[src/rtl/rr_arb2.sv]
// rr_arb2: two-input round-robin arbiter feeding a registered output stage.
// The held word drives the downstream 2:1 mux; sel=1 passes A, sel=0 passes B.
// Under contention the grant alternates, starting with A after reset.
module rr_arb2 #(
  parameter int W = 8
) (
  input  logic         clk,
  input  logic         rst_n,
  input  logic         a_valid,
  input  logic [W-1:0] a_data,
  output logic         a_ready,
  input  logic         b_valid,
  input  logic [W-1:0] b_data,
  output logic         b_ready,
  output logic         o_valid,
  output logic [W-1:0] o_data,
  input  logic         o_ready,
  output logic         sel,
  output logic         o_last
);

  typedef enum logic {
    EMPTY = 1'b0,
    FULL  = 1'b1
  } state_t;

  state_t state, state_nxt;

  // Source of the most recent grant: 1 = A, 0 = B (same encoding as sel).
  logic prio_last;
  logic load;
  logic gnt_a;
  logic gnt_b;

  // Grant selection and next-state decode.
  always_comb begin
    // NOTE: every signal written here gets a default first, so no path
    // through the block can leave a value unassigned and infer a latch.
    state_nxt = state;
    gnt_a     = 1'b0;
    gnt_b     = 1'b0;
    load      = (state == EMPTY) | o_ready;

    if (load) begin
      if (a_valid && b_valid) begin
        // Contention: serve the source that did not win last time.
        gnt_a = ~prio_last;
        gnt_b = prio_last;
      end else begin
        gnt_a = a_valid;
        gnt_b = b_valid;
      end
    end

    case (state)
      EMPTY: if (gnt_a || gnt_b) state_nxt = FULL;
      FULL:  if (o_ready && !(gnt_a || gnt_b)) state_nxt = EMPTY;
    endcase
  end

  assign a_ready = gnt_a;
  assign b_ready = gnt_b;
  assign o_valid = (state == FULL);

  // Output-stage occupancy register.
  always_ff @(posedge clk or negedge rst_n) begin
    // NOTE: sequential state uses non-blocking assignments so every register
    // samples pre-edge values regardless of evaluation order.
    if (!rst_n) begin
      state <= EMPTY;
    end else begin
      state <= state_nxt;
    end
  end

  // Held word, mux select, repeat flag and round-robin pointer; all update
  // only on a grant and otherwise hold, which keeps sel stable under stall.
  always_ff @(posedge clk or negedge rst_n) begin
    if (!rst_n) begin
      o_data    <= '0;
      sel       <= 1'b0;
      o_last    <= 1'b0;
      prio_last <= 1'b0;
    end else if (gnt_a || gnt_b) begin
      o_data    <= gnt_a ? a_data : b_data;
      sel       <= gnt_a;
      o_last    <= (gnt_a == prio_last);
      prio_last <= gnt_a;
    end
  end

endmodule

[config.mk]
export PLATFORM = sky130hd
export DESIGN_NAME = rr_arb2
export DESIGN_NICKNAME = d
export VERILOG_FILES = /design/src/rtl/rr_arb2.sv
export SDC_FILE = /design/constraint.sdc
export NUM_CORES = 1
export LEC_CHECK = 0
export BUFFER_PORTS_ARGS = -buffer_cell sky130_fd_sc_hd__buf_4
export CORE_MARGIN = 2
export CORE_UTILIZATION = 25
export DETAILED_ROUTE_END_ITERATION = 8
export REMOVE_ABC_BUFFERS = 1
export SLEW_MARGIN = 30
export SYNTH_ARGS = -nofsm -noshare
export SYNTH_HDL_FRONTEND = slang
export SYNTH_SLANG_ARGS = --single-unit
[constraint.sdc]
create_clock -name clk -period 1.5 [get_ports clk]
set_input_delay 0.075 -clock clk [delete_from_list [all_inputs] [get_ports clk]]
set_output_delay 0.075 -clock clk [all_outputs]
set_load 0.05 [all_outputs]
==> run summary, run 1 <==
Post-synth EDFFs - 0
DR vias - 656
Initial DRC count - 12
Fraction of registers with async set/reset - 100%
# clock sinks - 11
P per Cell Area - 1210 mW/mm^2
Sequential share of power - 35.6%
Num CTS Buffers - 3
RSZ-0062 raised after global routing - no
Combinational cell fraction of total power - 45.2%
Final layout net count - 119
Diode count - 0
Clock Tree Buf Depth - 2
Initial antenna violation count - 0
Area grow syn2layout - 49.2%
Crit path capture type - primary output
Maximum VDD drop - 0.368 mV
Leak - 0.423 nW
Final Util - 39.9%
Initial DRT Pass Iterations - 3
Endpoints failing hold - 0
Mapped Avg Cell Area - 9.42 sq um
Die area - 0.00282 sq mm
Top area cells in the synthesized netlist - dfrtp_1, o2111ai_1, nand4_1, nand3_1, o21ai_0
Syn Inst Count - 64
Total global-route track usage - 13.5%
Critical path arrival - 1.31 ns
Sw power - 0.000471 W
Largest net degree at the start of global routing - 23
Routed length per instance - 14.0 um
Area leader, netlist - dfrtp_1
Slew Viols, Final - 0
Initial core utilization - 26.7%
Skew final - 0.00112 ns
Grt total ovfl - 0
Clock latency on the worst-skew pair - 0.27 ns
Max_slew headroom - 60.9%
Pint - 0.000616 W
Clock share of power - 19.2%
Final instance area - 900 sq um
Yosys top cell area share - 45.6%
Final Critical Period - 1.38 ns
Tot Pwr - 0.00109 W
Netlist cell types - 17
# setup viols final - 0
Worst slew pin tran - 0.585 ns
CP Data Required Time - 1.42 ns
Worst Setup Start Kind - register
IO Count - 34
Register area share after synthesis - 45.6%
Crit path max fanout - 10
CTS tree - yes
RD Place Congestion - 0.703
Cell row count - 17
Maximum clock frequency - 724 MHz
Crit Path Category - reg -> out
Post-DR vias/cell - 5.25
Hold Crit Class - in -> reg
Vias in the first global route - 654
First-pass GRT wire length - 2790 um
Register bit total from synthesis - 11
Residual DRC - 0
Number of port buffers - 33
Status - finished, final reports clean
Clock transition at the registers of the reported paths - 0.07 ns
Post-synthesis cell area - 603 sq um
Post-synth top flop - dfrtp_1
Routed Antenna Nets - 0
Fin crit share - 92.1%
Post-Route WL - 1750 um
CTS Root Cell - clkbuf_4
Core Footprint - 0.00225 sq mm
Dpl hpwl - 1250 um
Die Y - 53.1 um
H-Tree Depth - 1
Switching part of the total - 43.3%
Dpl cell area - 861 sq um
Share of cells above drive strength 1 - 43.3%
Yosys warns - 0
Max Cap Viol - 0
Most common cell in the synthesized netlist - dfrtp_1
Fillers - 258
Die Wd - 53.1 um
Most frequent cells after synthesis - dfrtp_1, nand3_1, nand4_1, o2111ai_1, o21ai_0
-- power groups by stage --
stage | Clock, W | Combinational (W) | Sequential [W]
2_1_floorplan | 0 | 0.000115 | 0.000577
3_3_place_gp | 0 | 0.000491 | 0.000391
3_5_place_dp | 0 | 0.000492 | 0.000392
4_1_cts | 0.000209 | 0.000495 | 0.000387
5_1_grt | 0.000227 | 0.000523 | 0.000392
6_report | 0.000209 | 0.000491 | 0.000386
-- flip-flops by register name (all words and copies together), names as in the netlist --
signal   count
o_data       8
o_valid      1
sel          1
o_last       1
-- final cells by class --
cell class	instances	area (sq um)	share of cell area, %
timing repair buffer	35	265	29.5
multi-input combinational	45	290	32.3
sequential	11	275	30.6
tap	28	35.0	3.89
inverter	2	7.51	0.834
clock buffer	4	26.3	2.92
-- path summary, 6_finish.rpt --
check	startpoint	endpoint	slack, ns	cells past startpoint
hold reg to reg	o_data[0]	o_data[0]	0.53	2
setup / recovery	sel	a_ready	0.12	4
max in group asynchronous	rst_n	o_data[3]	1.19	2
hold / removal	a_data[5]	o_data[5]	0.05	3
min in group asynchronous	rst_n	o_data[0]	0.17	2
setup reg to reg	o_valid	o_data[2]	0.22	3
-- routing by layer --
| metal | vias to the layer above | GRT usage, % | part of all wire [%] |
|---|---|---|---|
| li1 | 319 | - | - |
| met1 | 305 | 15.3 | 44 |
| met5 | - | 0 | 0 |
| met2 | 27 | 24.0 | 46 |
| met4 | 0 | 6.41 | 1.7 |
| met3 | 5 | 2.82 | 9.1 |
-- kinds of logic after synthesis --
kind of cell | count (synthesis) | share of synthesized area, %
and+or+nand+nor | 26 | 25.1
AOI/OAI and AO/OA | 19 | 22.6
DFF | 11 | 45.6
buffers and inverters | 8 | 6.64
-- repair_timing --
item	in CTS	in global routing
gates resized for setup	1	0
hold endpoints to repair	11	0
endpoints found under the setup margin	1	0
hold buffers	1	0
setup buffers	0	0
-- critical path, stage by stage (launching register included) --
cell and delay, ns:
dfrtp_1 0.46, nand2_2 0.23, nand3_1 0.10, inv_1 0.06, buf_4 0.18
-- stage by stage --
| stage | instances | setup TNS [ns] | hold WS [ns] | setup slack (ns) |
|---|---|---|---|---|
| 3_3_place_gp | 120 | 0 | -0.0795 | 0.262 |
| 5_1_grt | 125 | 0 | 0.0585 | 0.0312 |
| 6_report | 125 | 0 | 0.0463 | 0.118 |
| 4_1_cts | 125 | 0 | 0.0530 | 0.117 |
| 3_5_place_dp | 120 | 0 | -0.0802 | 0.244 |
| 2_1_floorplan | 58 | -0.0102 | -0.221 | -0.00997 |
-- layout by cell type (no fill, tap or decap) --
cell type      instances
buf_4                 34
nand4_1                8
dlygate4sd3_1          1
and3_1                 1
nand2b_4               1
nor2_2                 2
o2111ai_1              8
nor2b_1                1
clkbuf_4               3
inv_1                  2
nand2b_1               1
clkbuf_1               1
nand2_2                1
a21oi_1                1
dfrtp_1               11
o21ai_0                8
nand3_1                9
nand2_1                2
a31oi_1                1
a2bb2oi_2              1
No activity file was read; power rests on OpenSTA's default activity.
==> run 2, diff against run 1 <==
--- a/config.mk
+++ b/config.mk
@@ -5,6 +5,7 @@
 export SDC_FILE = /design/constraint.sdc
 export NUM_CORES = 1
 export LEC_CHECK = 0
+export ABC_AREA = 1
 export BUFFER_PORTS_ARGS = -buffer_cell sky130_fd_sc_hd__buf_4
 export CORE_MARGIN = 2
 export CORE_UTILIZATION = 25
==> constraint.sdc (replaced) <==
create_clock -name clk -period 1.5 [get_ports clk]
set_input_delay 0.3 -clock clk [delete_from_list [all_inputs] [get_ports clk]]
set_output_delay 0.3 -clock clk [all_outputs]
set_load 0.05 [all_outputs]
==> run 2 against run 1 <==
- setup slack worse by 0.013 ns
- largest cell class is now buffers
- critical path depth fell by 1
- synthesized cell count grew 39%
- non-clock buffer count up 5
- die area up 7.3%
==> run summary, run 2 <==
Fillers - 268 (+3.9%)
Post-synth top flop - dfrtp_1
Netlist cell types - 14 (-3)
Most common cell in the synthesized netlist - nand2_1
Commonest non-fill, non-tap cell in the layout - buf_4
Max_slew headroom - 89.7% (+29 points)
Met2 wire len - 854 um (+7.6%)
IO Count - 34 (unchanged)
Cell row count - 18 (+1)
Most frequent cells after synthesis - nand2_1, inv_1, dfrtp_1
Fin cells - 160 (+28%)
Crit Reg-Reg Startpoint - o_valid
Initial antenna violation count - 0 (unchanged)
Crit. path cell count - 3 (-1)
Initial core utilization - 26.3% (-0.49 points)
# setup viols final - 0 (unchanged)
Slew Viols, Final - 0 (unchanged)
Post-synthesis mux area share - 0% (unchanged)
Diode count - 0 (unchanged)
Die Wd - 55.0 um (+3.6%)
Max reg flops - 8 (unchanged)
Setup TNS - 0 ns (unchanged)
Core Footprint - 0.00248 sq mm (+9.9%)
Status - finished, final reports clean
Placed insts - 150 (+25%)
Crit path max-delay cell type - dfrtp_2
Largest family of logic cells by synthesized area - simple AND/OR/NAND/NOR gates
Post-DR vias/cell - 4.41 (-16%)
Largest net degree at the start of global routing - 12 (-48%)
Clock latency on the worst-skew pair - 0.26 ns (about the same)
RSZ-0062 raised after global routing - no
CP top delay family - flip-flops
Area grow syn2layout - 53.1%
Compound-cell area share of the yosys netlist - 3.65% (-19 points)
FF+latch area - 277 sq um (+0.45%)
CTS tree - yes
Fin crit share - 93.0% (+0.86 points)
Crit path capture type - primary output
Crit Path Category - reg -> out
Hold Crit Class - in -> reg
Post-Route WL - 1700 um (-2.6%)
Cell Chain, Critical Path - o21ai_0 > nor2_1 > buf_4
Routed Antenna Nets - 0 (unchanged)
Vias in the first global route - 602 (-8.0%)
Yosys top cell area share - 42.3% (-3.3 points)
Met1 wire length - 718 um (-5.7%)
Dpl cell area - 917 sq um (+6.5%)
Final layout net count - 152 (+28%)
Maximum clock frequency - 717 MHz (-0.92%)
Clock transition at the registers of the reported paths - 0.07 ns (about the same)
RD Place Congestion - 0.757 (+7.6%)
Final Critical Period - 1.39 ns (+0.0128 ns)
Hold path start - b_data[7]
Mapped Avg Cell Area - 7.31 sq um (-22%)
Reg-to-Reg End - o_data[3]
Die Y - 55.0 um (+3.6%)
Post-synth EDFFs - 0 (unchanged)
Hold path cells - 5 (+2)
Endpoints failing hold - 0 (unchanged)
Leak - 0.597 nW (+41%)
Syn Inst Count - 89 (+39%)
Num CTS Buffers - 3 (unchanged)
Top area cells in the synthesized netlist - dfrtp_1, nand2_1, inv_1, nand4_1, nand3_1
Clock Tree Buf Depth - 2 (unchanged)
CP Data Required Time - 1.20 ns (-0.22 ns)
# clock sinks - 11 (unchanged)
Max Cap Viol - 0 (unchanged)
H-Tree Depth - 1 (unchanged)
Residual DRC - 0 (unchanged)
R2r setup slk - 0.34 ns (+0.12 ns)
Worst Reg-to-Reg Cells - 6 (+3)
Final instance area - 996 sq um (+11%)
Share of cells above drive strength 1 - 38.5% (-4.8 points)
Crit path buf inv count - 1 (-1)
Area leader, netlist - dfrtp_1
Most flops, register - o_data
Multi-input logic area - 267 sq um (-8.2%)
Die area - 0.00303 sq mm (+7.3%)
Worst slew pin tran - 0.155 ns (-0.430 ns)
Skew final - 0.00280 ns (+0.00168 ns)
Initial DRC count - 15 (+3)
Hold Path Sink - o_data[7]
CTS Root Cell - clkbuf_4
Routed length on met3 - 128 um (-19%)
Routed length per instance - 10.6 um (-24%)
Tot Pwr - 0.00112 W (+2.9%)
Yosys warns - 0 (unchanged)
Top sig layer - met3
Register bit total from synthesis - 11 (unchanged)
Register area share after synthesis - 42.3% (-3.3 points)
First-pass GRT wire length - 2440 um (-12%)
Maximum VDD drop - 0.553 mV (+50%)
Fraction of registers with async set/reset - 100% (unchanged)
Post-synthesis adder-cell area fraction - 0% (unchanged)
DR vias - 706 (+7.6%)
Number of port buffers - 33 (unchanged)
Post-synthesis cell area - 651 sq um (+7.9%)
Synth Area in XOR/XNOR - 0% (unchanged)
Most frequent cells in the layout - buf_4, nand2_1, inv_1
Total global-route track usage - 11.3% (-2.3 points)
Worst Setup Start Kind - register
Dpl hpwl - 1300 um (+3.7%)
Crit path max fanout - 4 (-6)
Worst path max stage delay - 0.44 ns (-0.02 ns)
Grt total ovfl - 0 (unchanged)
P per Cell Area - 1120 mW/mm^2 (-7.0%)
Critical path arrival - 1.09 ns (-0.22 ns)
Post-Synth Simple-Gate Area - 37.3% (+12 points)
Initial DRT Pass Iterations - 4 (+1)
==> run 2: changes by cell type after synthesis, sizes merged, moves of 2 or more <==
cell     delta
o2111ai     -8
buf         -3
inv        +20
nand2b      -2
o21ai       -4
nand2      +27
==> run 2: final cells by class <==
class	count	area share, %
well taps	30	3.77
multi-input cells	53	26.8
flip-flops and latches	11	27.8
clock buffers	4	2.64
inverters	22	8.29
repair buffers	40	30.8
==> run 2: kinds of logic after synthesis <==
family / Yosys count
compound gates: 4
simple gates: 49
buf+inv: 25
flops: 11
==> run 2: layer usage <==
layer	up-vias	global-route usage, %
met3	0	2.42
met2	23	21.6
li1	360	-
met1	323	12.0
met4	0	3.66
met5	-	0
==> run 2: worst max path at each step <==
stage,startpoint,to,slack (ns)
after floorplan,sel,b_ready,-0.33
after global placement,sel,a_ready,0.24
after detailed placement,sel,a_ready,0.21
after CTS,sel,a_ready,0.02
after global routing,o_valid,a_ready,0.04
final,sel,b_ready,0.11
==> run 2: report_power, final <==
group          internal, W  switching (W)
combinational     0.000184       0.000354
sequential        0.000351      0.0000361
clock             0.000103      0.0000908
total             0.000638       0.000481
==> run 2: what timing repair did <==
action                                  CTS  global route
buffers inserted                          2             3
gates resized for setup                   2             0
endpoints found under the setup margin    1             1
pin swaps                                 2             1
hold buffers                              1             0
hold endpoints to repair                 11             0
==> run 2: worst reg2reg max path: stages (launching register included) <==
cell and delay (ns):
dfrtp_1 0.42, nand2_4 0.09, buf_4 0.17, o21ai_2 0.08, buf_4 0.18, nand2_1 0.06
nand2_1 0.05
==> run 2: through the flow <==
| step | util [%] | worst slack, ns | hold WS [ns] |
|---|---|---|---|
| CTS | 39.3 | 0.0187 | 0.328 |
| finish | 40.2 | 0.105 | 0.335 |
| global route | 40.2 | 0.0399 | 0.368 |
| global placement | 37.0 | 0.238 | 0.148 |
| detailed placement | 37.0 | 0.210 | 0.146 |
| floorplan | - | -0.329 | 0.00441 |
